File: src/rtl/cam_pkg.sv
// Shared types and default geometry for the camera pixel capture path.
package cam_pkg;

  localparam int DEF_H_PIXELS    = 320;
  localparam int DEF_V_LINES     = 240;
  localparam int DEF_SYNC_STAGES = 2;

  typedef enum logic [1:0] {
    WAIT_FRAME,
    HI,
    LO,
    END_LINE
  } state_t;

  typedef struct packed {
    logic [4:0] r;
    logic [5:0] g;
    logic [4:0] b;
  } rgb565_t;

  typedef struct packed {
    logic       pclk;
    logic       href;
    logic       vsync;
    logic [7:0] data;
  } cam_bus_t;

  function automatic rgb565_t pack_pixel(input logic [7:0] hi, input logic [7:0] lo);
    return rgb565_t'({hi, lo});
  endfunction

endpackage

File: src/rtl/cam_pixel_capture_if.sv
// Camera byte bus in, reassembled pixel stream out.
interface cam_pixel_capture_if
  import cam_pkg::*;
#(
  parameter int H_PIXELS = DEF_H_PIXELS,
  parameter int V_LINES  = DEF_V_LINES
);
  localparam int HW = $clog2(H_PIXELS);
  localparam int VW = $clog2(V_LINES);

  logic          cam_pclk_in;
  logic          cam_href_in;
  logic          cam_vsync_in;
  logic [7:0]    cam_data_in;
  logic          pixel_valid_out;
  rgb565_t       pixel_data_out;
  logic [HW-1:0] hcount_out;
  logic [VW-1:0] vcount_out;
  logic          frame_done_out;
  logic          line_error_out;

  modport master (
    output cam_pclk_in, cam_href_in, cam_vsync_in, cam_data_in,
    input  pixel_valid_out, pixel_data_out, hcount_out, vcount_out,
    input  frame_done_out, line_error_out
  );

  modport slave (
    input  cam_pclk_in, cam_href_in, cam_vsync_in, cam_data_in,
    output pixel_valid_out, pixel_data_out, hcount_out, vcount_out,
    output frame_done_out, line_error_out
  );
endinterface

File: src/rtl/sync_chain.sv
// Multi-bit flip-flop synchronizer; every bit sees the same depth.
module sync_chain #(
  parameter int WIDTH = 1,
  parameter int DEPTH = 2
) (
  input  logic             clk,
  input  logic             rst,
  input  logic [WIDTH-1:0] d,
  output logic [WIDTH-1:0] q
);
  logic [WIDTH-1:0] stage [DEPTH];

  always_ff @(posedge clk or posedge rst) begin
    if (rst) begin
      for (int i = 0; i < DEPTH; i++) stage[i] <= '0;
    end else begin
      stage[0] <= d;
      for (int i = 1; i < DEPTH; i++) stage[i] <= stage[i-1];
    end
  end

  assign q = stage[DEPTH-1];
endmodule

File: src/rtl/cam_pixel_capture.sv
// Camera byte-pair capture into RGB565 pixels with column/row coordinates.
// state      | meaning
// WAIT_FRAME | idle until a VSYNC sample starts a frame
// HI         | expecting the first byte of a pixel, or end of line
// LO         | first byte held, expecting the second byte
// END_LINE   | one-cycle line wrap-up: length check, row advance
module cam_pixel_capture
  import cam_pkg::*;
#(
  parameter int H_PIXELS    = DEF_H_PIXELS,
  parameter int V_LINES     = DEF_V_LINES,
  parameter int SYNC_STAGES = DEF_SYNC_STAGES
) (
  input logic               clk_in,
  input logic               rst_in,
  cam_pixel_capture_if.slave bus
);
  localparam int HW = $clog2(H_PIXELS);
  localparam int CW = $clog2(H_PIXELS + 1);
  localparam int VW = $clog2(V_LINES);
  localparam logic [CW-1:0] H_MAX  = CW'(H_PIXELS);
  localparam logic [VW-1:0] V_LAST = VW'(V_LINES - 1);

  cam_bus_t raw, synced, cap;
  logic       pclk_prev, smp, href_q, vsync_q;
  logic [7:0] data_q;

  assign raw = {bus.cam_pclk_in, bus.cam_href_in, bus.cam_vsync_in, bus.cam_data_in};

  sync_chain #(.WIDTH($bits(cam_bus_t)), .DEPTH(SYNC_STAGES)) u_sync (
    .clk (clk_in),
    .rst (rst_in),
    .d   (raw),
    .q   (synced)
  );

  // Two retime stages keep the sample strobe and its byte aligned.
  always_ff @(posedge clk_in or posedge rst_in) begin
    if (rst_in) begin
      cap       <= '0;
      pclk_prev <= 1'b0;
      smp       <= 1'b0;
      href_q    <= 1'b0;
      vsync_q   <= 1'b0;
      data_q    <= '0;
    end else begin
      cap       <= synced;
      pclk_prev <= cap.pclk;
      smp       <= cap.pclk & ~pclk_prev;
      href_q    <= cap.href;
      vsync_q   <= cap.vsync;
      data_q    <= cap.data;
    end
  end

  state_t        state;
  logic [CW-1:0] col;
  logic [VW-1:0] row;
  logic [7:0]    hi_byte;
  logic          href_prev, err_sup, overrun;
  logic          pixel_valid, frame_done, line_error;
  rgb565_t       pixel_data;
  logic [HW-1:0] hcount;
  logic [VW-1:0] vcount;

  always_ff @(posedge clk_in or posedge rst_in) begin
    if (rst_in) begin
      state       <= WAIT_FRAME;
      col         <= '0;
      row         <= '0;
      hi_byte     <= '0;
      href_prev   <= 1'b0;
      err_sup     <= 1'b0;
      overrun     <= 1'b0;
      pixel_valid <= 1'b0;
      pixel_data  <= '0;
      hcount      <= '0;
      vcount      <= '0;
      frame_done  <= 1'b0;
      line_error  <= 1'b0;
    end else begin
      pixel_valid <= 1'b0;
      frame_done  <= 1'b0;
      line_error  <= 1'b0;
      if (smp) href_prev <= href_q;

      if (smp && vsync_q && state != WAIT_FRAME) begin
        // Frame abort: silently restart, the partial line is not judged.
        col     <= '0;
        row     <= '0;
        err_sup <= 1'b0;
        overrun <= 1'b0;
        state   <= HI;
      end else begin
        case (state)
          WAIT_FRAME: begin
            if (smp && vsync_q) begin
              col     <= '0;
              row     <= '0;
              err_sup <= 1'b0;
              overrun <= 1'b0;
              state   <= HI;
            end
          end
          HI: begin
            if (smp && href_q) begin
              hi_byte <= data_q;
              state   <= LO;
            end else if (smp && href_prev) begin
              state <= END_LINE;
            end
          end
          LO: begin
            if (smp && href_q) begin
              if (col < H_MAX) begin
                pixel_valid <= 1'b1;
                pixel_data  <= pack_pixel(hi_byte, data_q);
                hcount      <= col[HW-1:0];
                vcount      <= row;
                col         <= col + 1'b1;
              end else begin
                overrun <= 1'b1;
              end
              state <= HI;
            end else if (smp) begin
              line_error <= 1'b1;
              err_sup    <= 1'b1;
              state      <= END_LINE;
            end
          end
          END_LINE: begin
            if (!err_sup && (col != H_MAX || overrun)) line_error <= 1'b1;
            col     <= '0;
            err_sup <= 1'b0;
            overrun <= 1'b0;
            if (row == V_LAST) begin
              row        <= '0;
              frame_done <= 1'b1;
              state      <= WAIT_FRAME;
            end else begin
              row   <= row + 1'b1;
              state <= HI;
            end
          end
          default: state <= WAIT_FRAME;
        endcase
      end
    end
  end

  assign bus.pixel_valid_out = pixel_valid;
  assign bus.pixel_data_out  = pixel_data;
  assign bus.hcount_out      = hcount;
  assign bus.vcount_out      = vcount;
  assign bus.frame_done_out  = frame_done;
  assign bus.line_error_out  = line_error;
endmodule

File: src/flat_wrapper.sv
// flat-port wrapper written by rule: the top's interface ports become plain ports
module cam_pixel_capture_flat import cam_pkg::*;
#(
  parameter int H_PIXELS    = DEF_H_PIXELS,
  parameter int V_LINES     = DEF_V_LINES,
  parameter int SYNC_STAGES = DEF_SYNC_STAGES
)
  (clk_in, rst_in, bus_cam_pclk_in, bus_cam_href_in, bus_cam_vsync_in, bus_cam_data_in, bus_pixel_valid_out, bus_pixel_data_out, bus_hcount_out, bus_vcount_out, bus_frame_done_out, bus_line_error_out);
  cam_pixel_capture_if #(.H_PIXELS(H_PIXELS), .V_LINES(V_LINES)) bus_i ();
  input logic clk_in;
  input logic rst_in;
  input wire logic [$bits(bus_i.cam_pclk_in)-1:0] bus_cam_pclk_in;
  input wire logic [$bits(bus_i.cam_href_in)-1:0] bus_cam_href_in;
  input wire logic [$bits(bus_i.cam_vsync_in)-1:0] bus_cam_vsync_in;
  input wire logic [$bits(bus_i.cam_data_in)-1:0] bus_cam_data_in;
  output wire logic [$bits(bus_i.pixel_valid_out)-1:0] bus_pixel_valid_out;
  output wire logic [$bits(bus_i.pixel_data_out)-1:0] bus_pixel_data_out;
  output wire logic [$bits(bus_i.hcount_out)-1:0] bus_hcount_out;
  output wire logic [$bits(bus_i.vcount_out)-1:0] bus_vcount_out;
  output wire logic [$bits(bus_i.frame_done_out)-1:0] bus_frame_done_out;
  output wire logic [$bits(bus_i.line_error_out)-1:0] bus_line_error_out;
  assign bus_i.cam_pclk_in = bus_cam_pclk_in;
  assign bus_i.cam_href_in = bus_cam_href_in;
  assign bus_i.cam_vsync_in = bus_cam_vsync_in;
  assign bus_i.cam_data_in = bus_cam_data_in;
  assign bus_pixel_valid_out = bus_i.pixel_valid_out;
  assign bus_pixel_data_out = bus_i.pixel_data_out;
  assign bus_hcount_out = bus_i.hcount_out;
  assign bus_vcount_out = bus_i.vcount_out;
  assign bus_frame_done_out = bus_i.frame_done_out;
  assign bus_line_error_out = bus_i.line_error_out;
  cam_pixel_capture #(.H_PIXELS(H_PIXELS), .V_LINES(V_LINES), .SYNC_STAGES(SYNC_STAGES)) u_core (.clk_in(clk_in), .rst_in(rst_in), .bus(bus_i));
endmodule
File: config.mk
export PLATFORM = sky130hd
export DESIGN_NAME = cam_pixel_capture_flat
export DESIGN_NICKNAME = d
export VERILOG_FILES = /design/src/rtl/cam_pkg.sv /design/src/rtl/cam_pixel_capture_if.sv /design/src/rtl/sync_chain.sv /design/src/rtl/cam_pixel_capture.sv /design/src/flat_wrapper.sv
export SDC_FILE = /design/constraint.sdc
export NUM_CORES = 1
export LEC_CHECK = 0
export ABC_AREA = 1
export CAP_MARGIN = 5
export CORE_MARGIN = 1.5
export CORE_UTILIZATION = 40
export CTS_BUF_LIST = sky130_fd_sc_hd__clkbuf_16
export DETAILED_ROUTE_END_ITERATION = 7
export PLACE_DENSITY = 0.66
export SYNTH_ARGS = -nofsm -noshare
export SYNTH_HDL_FRONTEND = slang
export SYNTH_SLANG_ARGS = --single-unit
File: constraint.sdc
create_clock -name clk_in -period 10.1 [get_ports clk_in]
set_input_delay 1.01 -clock clk_in [delete_from_list [all_inputs] [get_ports clk_in]]
set_output_delay 1.01 -clock clk_in [all_outputs]
set_load 0.05 [all_outputs]
==> results.json, run 1 <==
{
  "status": "finished, final reports clean",
  "drc": 0,
  "endpoint_kind": "output port",
  "grt_max_degree": 83,
  "slowest_delay_ns": 0.82,
  "utilization": 0.498,
  "power_leakage_nw": 2.42,
  "vdd_drop_max_mv": 0.0904,
  "finalClockSkew_ns": 0.00871,
  "place_inst": 590,
  "layout_setup_ws_ns": 7.52,
  "synth_edf_count": 0,
  "htree_num_levels": 3,
  "power_density_mw_per_mm2": 240,
  "globalRouteTotalUtil": 0.141,
  "viasPerCell": 4.67,
  "initial_core_util": 0.418,
  "clk_path_buf_depth": 2,
  "path_cells": "clkdlybuf4s50_1",
  "setup_viol": 0,
  "synthToLayoutAreaGrowth_pct": 19.1,
  "synth_top_cell_by_area": "dfrtp_1",
  "final_cells": 606,
  "io_buffer_count": 48,
  "postCtsSetupRepairBufs": 0,
  "fmax_mhz": 387,
  "antenna_found_initial": 0,
  "firstDrtPassIters": 4,
  "syn_inst": 419,
  "first_iter_violations": 149,
  "dp_hpwl_mm": 5.02,
  "num_vias": 2833,
  "met1_usage": 0.197,
  "avgSynthCellArea_um2": 10.4,
  "core_area_mm2": 0.0105,
  "synth_nets": 439,
  "die_w_um": 108,
  "worstMarginPinSlew_ns": 0.961,
  "place_ws_ns": 7.33,
  "grtUsageMet3": 0.0375,
  "slew_viol_final": 0,
  "synth-main-ff-cell": "dfrtp_1",
  "final_nets": 485,
  "ant_nets": 0,
  "yosysSeqAreaShare": 0.636,
  "first_global_vias": 2671,
  "required_ns": 9.09,
  "hold_viol_final": 0,
  "ys_top_cells_by_area": "dfrtp_1 64%, nand2_1 11%, o21ai_2 4.2%",
  "crit_arrival_ns": 1.57,
  "maxCapViolCount": 0,
  "async_flop_share": 1.00,
  "routed_wl_mm": 7.51,
  "clock-sinks": 111,
  "relSlewSlack": 0.359,
  "cts_buffers": 9,
  "clk_pin_slew_ns": 0.08,
  "synthMostInstantiatedCell": "nand2_1",
  "cp_top_family": "buffers and inverters",
  "fin_crit_sh": 0.256,
  "path_buf_inv": 1,
  "rsz0062_at_grt": "no",
  "grt_pass1_wl_mm": 12.6,
  "wl_per_cell_um": 12.4,
  "grt.met2_usage": 0.208,
  "n_antenna_cell": 0,
  "routabilityCongestion": 0.858,
  "cts_tree": "done",
  "rows": 37,
  "die_area_mm2": 0.0116,
  "grt-ovfl-total": 0,
  "num_io_pins": 49,
  "hold_path_class": "reg -> reg",
  "synth.distinct_cells": 30,
  "gr-max-usage-layer": "met2",
  "setup_tns_ns": 0,
  "ys_top_cells_by_count": "128 x nand2_1, 111 x dfrtp_1, 39 x inv_1",
  "die_h_um": 108,
  "fin_crit_ns": 2.58,
  "yosysTopAreaCellShare": 0.636,
  "cp_slowest_cell": "clkdlybuf4s50_1",
  "clkLatencyLatePin_ns": 0.35,
  "crit_fanout": 2,
  "ctsHoldBuffers": 0,
  "start_kind": "register",
  "synth_area_mm2": 0.00437,
  "ys_ff_latch": 111,
  "cts-resized-gates": 0,
  "drive_gt1_frac": 0.117,
  "yosys_warnings": 0,
  "crit_type": "reg -> out",
  "cts_root_buffer": "clkbuf_16"
}
-- registers in the layout, indices dropped and copies added (netlist names) --
register                    count
u_core.bus.pixel_valid_out      1
u_core.u_sync.stage            11
u_core.col                      9
u_core.bus.line_error_out       1
u_core.bus.pixel_data_out      16
u_core.smp                      1
u_core.u_sync.q                11
u_core.row                      8
u_core.data_q                   8
u_core.overrun                  1
u_core.err_sup                  1
u_core.vsync_q                  1
u_core.bus.vcount_out           8
u_core.href_q                   1
u_core.pclk_prev                1
u_core.bus.frame_done_out       1
u_core.hi_byte                  8
u_core.bus.hcount_out           9
u_core.href_prev                1
u_core.cap                     11
u_core.state                    2
-- placed cells by master, fill, tap and decap left out, types with 2 or more instances in the layout --
| cell type | instances |
|---|---|
| a21oi_1 | 5 |
| clkbuf_16 | 9 |
| clkdlybuf4s50_1 | 48 |
| clkinv_4 | 2 |
| clkinv_8 | 2 |
| dfrtp_1 | 111 |
| ha_1 | 7 |
| inv_1 | 38 |
| inv_2 | 3 |
| inv_8 | 2 |
| nand2_1 | 128 |
| nand2_2 | 4 |
| nand3_1 | 15 |
| nand4_1 | 10 |
| nor2_1 | 17 |
| nor2_4 | 4 |
| nor3_1 | 4 |
| o21ai_0 | 21 |
| o21ai_1 | 5 |
| o21ai_2 | 21 |
| xor2_1 | 2 |
-- cell type report --
type                            instances  area, µm²
Clock inverter                          7       77.6
Multi-Input combinational cell        251       1300
Inverter                               43        169
Tap cell                              136        170
Fill cell                             983       5260
Sequential cell                       111       2780
Clock buffer                            9        225
Timing Repair Buffer                   49        488
-- per-stage QoR --
stage / power, mW / area (µm²) / hold WS (ns)
after floorplan: 0.827 / 4370 / 0.331
after global routing: 1.33 / 5210 / 0.357
after global placement: 0.907 / 4900 / 0.331
after detailed placement: 0.914 / 4900 / 0.335
final: 1.25 / 5210 / 0.344
after CTS: 1.27 / 5210 / 0.345
-- per-layer routing --
metal	vias to the layer above	routed length [µm]
li1	1423	-
met1	1337	3680
met2	64	3380
met3	9	328
met4	0	119
met5	-	0
-- cell families after synthesis --
logic type,count (synthesis),share of synthesized area
AO/OA/AOI/OAI,56,0.0847
XOR/XNOR,2,0.00401
adder cells (fa/ha/maj),7,0.0200
buffers and inverters,57,0.0673
flip-flops,111,0.636
AND/OR/NAND/NOR,186,0.188
-- worst paths after layout --
| path | from | endpoint | slack [ns] | depth (start not counted) |
|---|---|---|---|---|
| max in group asynchronous | rst_in | u_core.bus.hcount_out[2]$_DFFE_PP0P_ | 7.82 | 3 |
| setup / recovery | u_core.bus.vcount_out[4]$_DFFE_PP0P_ | bus_vcount_out[4] | 7.52 | 1 |
| hold reg to reg | u_core.cap[6]$_DFF_PP0_ | u_core.data_q[6]$_DFF_PP0_ | 0.34 | 0 |
| setup reg to reg | u_core.state[0]$_DFFE_PP0P_ | u_core.bus.vcount_out[5]$_DFFE_PP0P_ | 8.00 | 10 |
| min in group asynchronous | rst_in | u_core.row[7]$_DFFE_PP0P_ | 0.99 | 2 |
| hold / removal | u_core.cap[6]$_DFF_PP0_ | u_core.data_q[6]$_DFF_PP0_ | 0.34 | 0 |
-- power by group --
| group | internal [mW] | switching, mW |
|---|---|---|
| logic | 0.113 | 0.251 |
| registers | 0.506 | 0.0340 |
| clock network | 0.176 | 0.171 |
Power figures use the tool's default switching activity.
==> run 2: changes to the inputs <==
- PLACE_DENSITY: 0.66 -> 0.68
- clock period: 10.1 -> 2.3 ns (I/O delays scaled with it)
==> run 2 against run 1 <==
Net effect:
- combinational power rose to 4.4 times the previous value
- core utilization up 0.20 points
- die area unchanged
- critical path depth up 9
- largest cell class unchanged
- largest power group unchanged
==> results.json, run 2 (same netlist as run 1, synthesis figures left out) <==
{
  "required_ns": 2.58,
  "num_vias": 2851,
  "ctsHoldBuffers": 0,
  "routabilityCongestion": 0.838,
  "grt_pass1_wl_mm": 12.9,
  "die_w_um": 108,
  "final_nets": 485,
  "cts_root_buffer": "clkbuf_16",
  "setup_viol": 0,
  "vdd_drop_max_mv": 0.422,
  "core_area_mm2": 0.0105,
  "num_io_pins": 49,
  "wl_per_cell_um": 12.7,
  "clk_pin_slew_ns": 0.08,
  "maxCapViolCount": 0,
  "routed_wl_mm": 7.70,
  "rows": 37,
  "min_from": "bus_cam_data_in[4]",
  "drive_gt1_frac": 0.117,
  "die_area_mm2": 0.0116,
  "relSlewSlack": 0.629,
  "clk_path_buf_depth": 2,
  "utilization": 0.500,
  "io_buffer_count": 48,
  "power_leakage_nw": 2.42,
  "grt-ovfl-total": 0,
  "cts_buffers": 9,
  "crit_arrival_ns": 2.33,
  "cp-startpoint": "u_core.state[0]$_DFFE_PP0P_",
  "path_cells": "inv_1 -> ha_1 -> inv_2 -> nor2_4 -> inv_2 -> nor2_4 -> nand2_8 -> inv_6 -> nand2_1 -> nand2_1",
  "cts-resized-gates": 0,
  "cp_top_family": "simple AND/OR/NAND/NOR gates",
  "slowest_delay_ns": 0.42,
  "dp_hpwl_mm": 5.32,
  "slew_viol_final": 0,
  "n_antenna_cell": 0,
  "reg2reg_from": "u_core.state[0]$_DFFE_PP0P_",
  "rsz0062_at_grt": "no",
  "fin_crit_sh": 0.889,
  "drc": 0,
  "first_global_vias": 2699,
  "worstMarginPinSlew_ns": 0.557,
  "finalClockSkew_ns": 0.00780,
  "viasPerCell": 4.70,
  "htree_num_levels": 3,
  "postCtsSetupRepairBufs": 0,
  "hold_path_class": "in -> reg",
  "synthToLayoutAreaGrowth_pct": 19.6,
  "largest_reg_flops": 16,
  "crit_fanout": 54,
  "final_cell_mix": "128 x nand2_1, 111 x dfrtp_1, 48 x clkdlybuf4s50_1, 38 x inv_1",
  "antenna_found_initial": 0,
  "globalRouteTotalUtil": 0.143,
  "initial_core_util": 0.418,
  "ant_nets": 0,
  "firstDrtPassIters": 6,
  "clkLatencyLatePin_ns": 0.34,
  "path_buf_inv": 4,
  "crit_type": "reg -> reg",
  "status": "finished, final reports clean",
  "hold_viol_final": 0,
  "fin_crit_ns": 2.04,
  "power_density_mw_per_mm2": 1060,
  "cp_slowest_cell": "dfrtp_1",
  "fmax_mhz": 489,
  "start_kind": "register",
  "cts_tree": "done",
  "final_common_cell": "nand2_1",
  "clock-sinks": 111,
  "first_iter_violations": 210,
  "setup_tns_ns": 0,
  "grt_max_degree": 112,
  "die_h_um": 108,
  "endpoint_kind": "register"
}
run 2: worst register-to-register path: stages, from the launching register on:
cell	delay, ns
dfrtp_1	0.42
inv_1	0.12
ha_1	0.38
inv_2	0.11
nor2_4	0.13
inv_2	0.06
nor2_4	0.15
nand2_8	0.26
inv_6	0.23
nand2_1	0.07
nand2_1	0.07
run 2: routing by layer:
metal / wire length [µm] / vias up / global-route usage
li1: - / 1421 / -
met1: 3550 / 1355 / 0.195
met2: 3700 / 65 / 0.226
met3: 332 / 10 / 0.0278
met4: 113 / 0 / 0.0573
met5: 0 / - / 0
run 2: path summary, 6_finish.rpt:
check	endpoint	slack, ns	cells past startpoint
hold reg to reg	u_core.cap[9]$_DFF_PP0_	0.35	0
setup / recovery	u_core.bus.vcount_out[0]$_DFFE_PP0P_	0.26	10
min in group asynchronous	u_core.u_sync.stage[13]$_DFF_PP0_	0.38	3
setup reg to reg	u_core.bus.vcount_out[0]$_DFFE_PP0P_	0.26	10
max in group asynchronous	u_core.col[1]$_DFFE_PP0P_	1.49	3
hold / removal	u_core.u_sync.stage[15]$_DFF_PP0_	0.31	1
run 2: stage by stage:
step	std cells	setup slack [ns]	cell area, µm²	hold WS, ns	total power, mW
finish	606	0.255	5230	0.314	5.54
detailed placement	590	0.262	4920	0.335	4.04
CTS	606	0.262	5230	0.303	5.58
global placement	590	0.377	4920	0.331	3.98
global route	606	0.0382	5230	0.302	5.83
floorplan	419	0.709	4370	0.261	3.63
run 2: cell type report:
cell class                 instances  area [µm²]
timing repair buffer              49         500
fill                             941        5240
clock inverter                     7        85.1
multi-input combinational        251        1300
sequential                       111        2780
inverter                          43         170
clock buffer                       9         225
tap                              136         170
run 2: power breakdown:
part           internal [mW]  total (mW)  switching [mW]
Combinational          0.499        1.61            1.11
Sequential              2.22        2.38           0.160
Clock                  0.776        1.54           0.765
==> run 3: changes to the inputs <==
- CELL_PAD_IN_SITES_DETAIL_PLACEMENT: not set -> 1
- CELL_PAD_IN_SITES_GLOBAL_PLACEMENT: not set -> 2
- CORE_ASPECT_RATIO: not set -> 0.6
- CORE_UTILIZATION: 40 -> 32
- PLACE_DENSITY: 0.68 -> 0.8
==> run 3 against run 2 <==
Net effect:
- wire length up 20%
- hold slack worse by 0.015 ns
- combinational power increased by 4%
- core utilization fell by 9.6 points
- power rose by 0.35%
- clock skew grew 0.0018 ns
- setup slack improved by 0.11 ns
- non-clock buffer count increased by 3
- critical path depth unchanged
- highest routed layer unchanged
==> results.json, run 3 (same netlist as run 1, synthesis figures left out) <==
{
  "slowest_delay_ns": 0.42,
  "endpoint_kind": "register",
  "switching_share": 0.372,
  "clock-sinks": 111,
  "crit_fanout": 54,
  "die_w_um": 154,
  "first_iter_violations": 108,
  "routabilityCongestion": 0.824,
  "start_kind": "register",
  "clk_path_buf_depth": 2,
  "num_vias": 2916,
  "cp_top_family": "simple AND/OR/NAND/NOR gates",
  "required_ns": 2.59,
  "first_global_vias": 3049,
  "fin_crit_sh": 0.842,
  "fin_crit_ns": 1.94,
  "largest_reg_flops": 16,
  "io_buffer_count": 48,
  "firstDrtPassIters": 4,
  "htree_num_levels": 3,
  "final_common_cell": "nand2_1",
  "drc": 0,
  "drive_gt1_frac": 0.121,
  "cp_slowest_cell": "dfrtp_1",
  "die_h_um": 93.5,
  "ctsHoldBuffers": 0,
  "clk_pin_slew_ns": 0.08,
  "cp_common_cell": "nor2_4",
  "rows": 32,
  "cts_tree": "done",
  "slew_viol_final": 0,
  "relSlewSlack": 0.642,
  "maxCapViolCount": 0,
  "place_ws_ns": 0.346,
  "path_buf_inv": 3,
  "crit_type": "reg -> reg",
  "antenna_found_initial": 0,
  "final_nets": 488,
  "grt_pass1_wl_mm": 15.7,
  "setup_tns_ns": 0,
  "crit_arrival_ns": 2.22,
  "postCtsSetupRepairBufs": 0,
  "p_clk_frac": 0.267,
  "cts_root_buffer": "clkbuf_16",
  "crit_cells": 10,
  "fmax_mhz": 517,
  "switchingPower_mw": 2.07,
  "p_int_mw": 3.49,
  "path_cells": "inv_1 -> ha_1 -> nor2_4 -> nor2_4 -> inv_2 -> nor2_4 -> nand2_8 -> inv_6 -> nand2_1 -> nand2_1",
  "worstMarginPinSlew_ns": 0.535,
  "globalRouteTotalUtil": 0.141,
  "seq_power_share": 0.430,
  "num_io_pins": 49,
  "power_leakage_nw": 2.43,
  "n_antenna_cell": 0,
  "cts_buffers": 9,
  "vdd_drop_max_mv": 0.360,
  "status": "finished, final reports clean",
  "grt-ovfl-total": 0,
  "finalClockSkew_ns": 0.00958,
  "rsz0062_at_grt": "no",
  "layout_setup_ws_ns": 0.364,
  "viasPerCell": 4.53,
  "hold_path_class": "in -> async",
  "routed_wl_mm": 9.26,
  "ant_nets": 0,
  "clkLatencyLatePin_ns": 0.35,
  "cts-resized-gates": 0,
  "power_density_mw_per_mm2": 1050,
  "die_area_mm2": 0.0144,
  "core_area_mm2": 0.0131,
  "hold_viol_final": 0,
  "whs_ns": 0.299,
  "dp_hpwl_mm": 6.64,
  "reg2reg_depth": 10,
  "initial_core_util": 0.334,
  "setup_viol": 0,
  "wl_per_cell_um": 14.4,
  "final_cell_mix": "128 x nand2_1, 111 x dfrtp_1, 48 x clkdlybuf4s50_1, 39 x inv_1",
  "synthToLayoutAreaGrowth_pct": 20.8,
  "grt_max_degree": 77,
  "power_frac_comb": 0.302
}
run 3: cell types whose count changed in the layout (fill, tap and decap cells not counted), sizes merged:
cell	delta
clkinvlp	-1
buf	+3
inv	+1
run 3: path summary, 6_finish.rpt:
path | start | endpoint | slack [ns]
worst max-delay path | u_core.state[1]$_DFFE_PP0P_ | u_core.bus.pixel_data_out[10]$_DFFE_PP0P_ | 0.36
worst min-delay path | rst_in | u_core.u_sync.stage[17]$_DFF_PP0_ | 0.30
worst max register to register | u_core.state[1]$_DFFE_PP0P_ | u_core.bus.pixel_data_out[10]$_DFFE_PP0P_ | 0.36
worst min register to register | u_core.u_sync.q[10]$_DFF_PP0_ | u_core.cap[10]$_DFF_PP0_ | 0.35
max in group asynchronous | rst_in | u_core.bus.hcount_out[4]$_DFFE_PP0P_ | 1.60
min in group clk_in | bus_cam_data_in[3] | u_core.u_sync.stage[14]$_DFF_PP0_ | 0.31
run 3: power by group through the flow:
stage	Clock, mW	Combinational (mW)	Sequential (mW)
2_1_floorplan	0	0.827	2.80
3_3_place_gp	0	1.64	2.42
3_5_place_dp	0	1.69	2.43
4_1_cts	1.54	1.70	2.39
5_1_grt	1.62	1.85	2.43
6_report	1.49	1.68	2.39
run 3: area by class of cell:
class	instances	area, µm²
clock inverters	7	58.8
inverters	43	170
clock buffers	9	225
fillers	1474	7810
well taps	170	213
repair buffers	52	536
flip-flops and latches	111	2780
multi-input cells	251	1300
run 3: tightest hold or removal path: cells and delay by family:
kind	cells	cell delay, ns
buffers and inverters	3	0.78
run 3: per-stage QoR:
step,area [µm²],instances,utilization,total power [mW]
floorplan,4370,419,-,3.63
CTS,5280,643,0.403,5.64
detailed placement,4990,627,0.381,4.12
finish,5280,643,0.403,5.56
global route,5280,643,0.403,5.90
global placement,4990,627,0.381,4.07
run 3: per-layer routing:
metal / GRT usage / wire [µm] / up-vias
met1: 0.201 / 4810 / 1447
met5: 0 / 0 / -
li1: - / - / 1424
met3: 0.0389 / 312 / 7
met4: 0.0316 / 62 / 0
met2: 0.213 / 4070 / 38
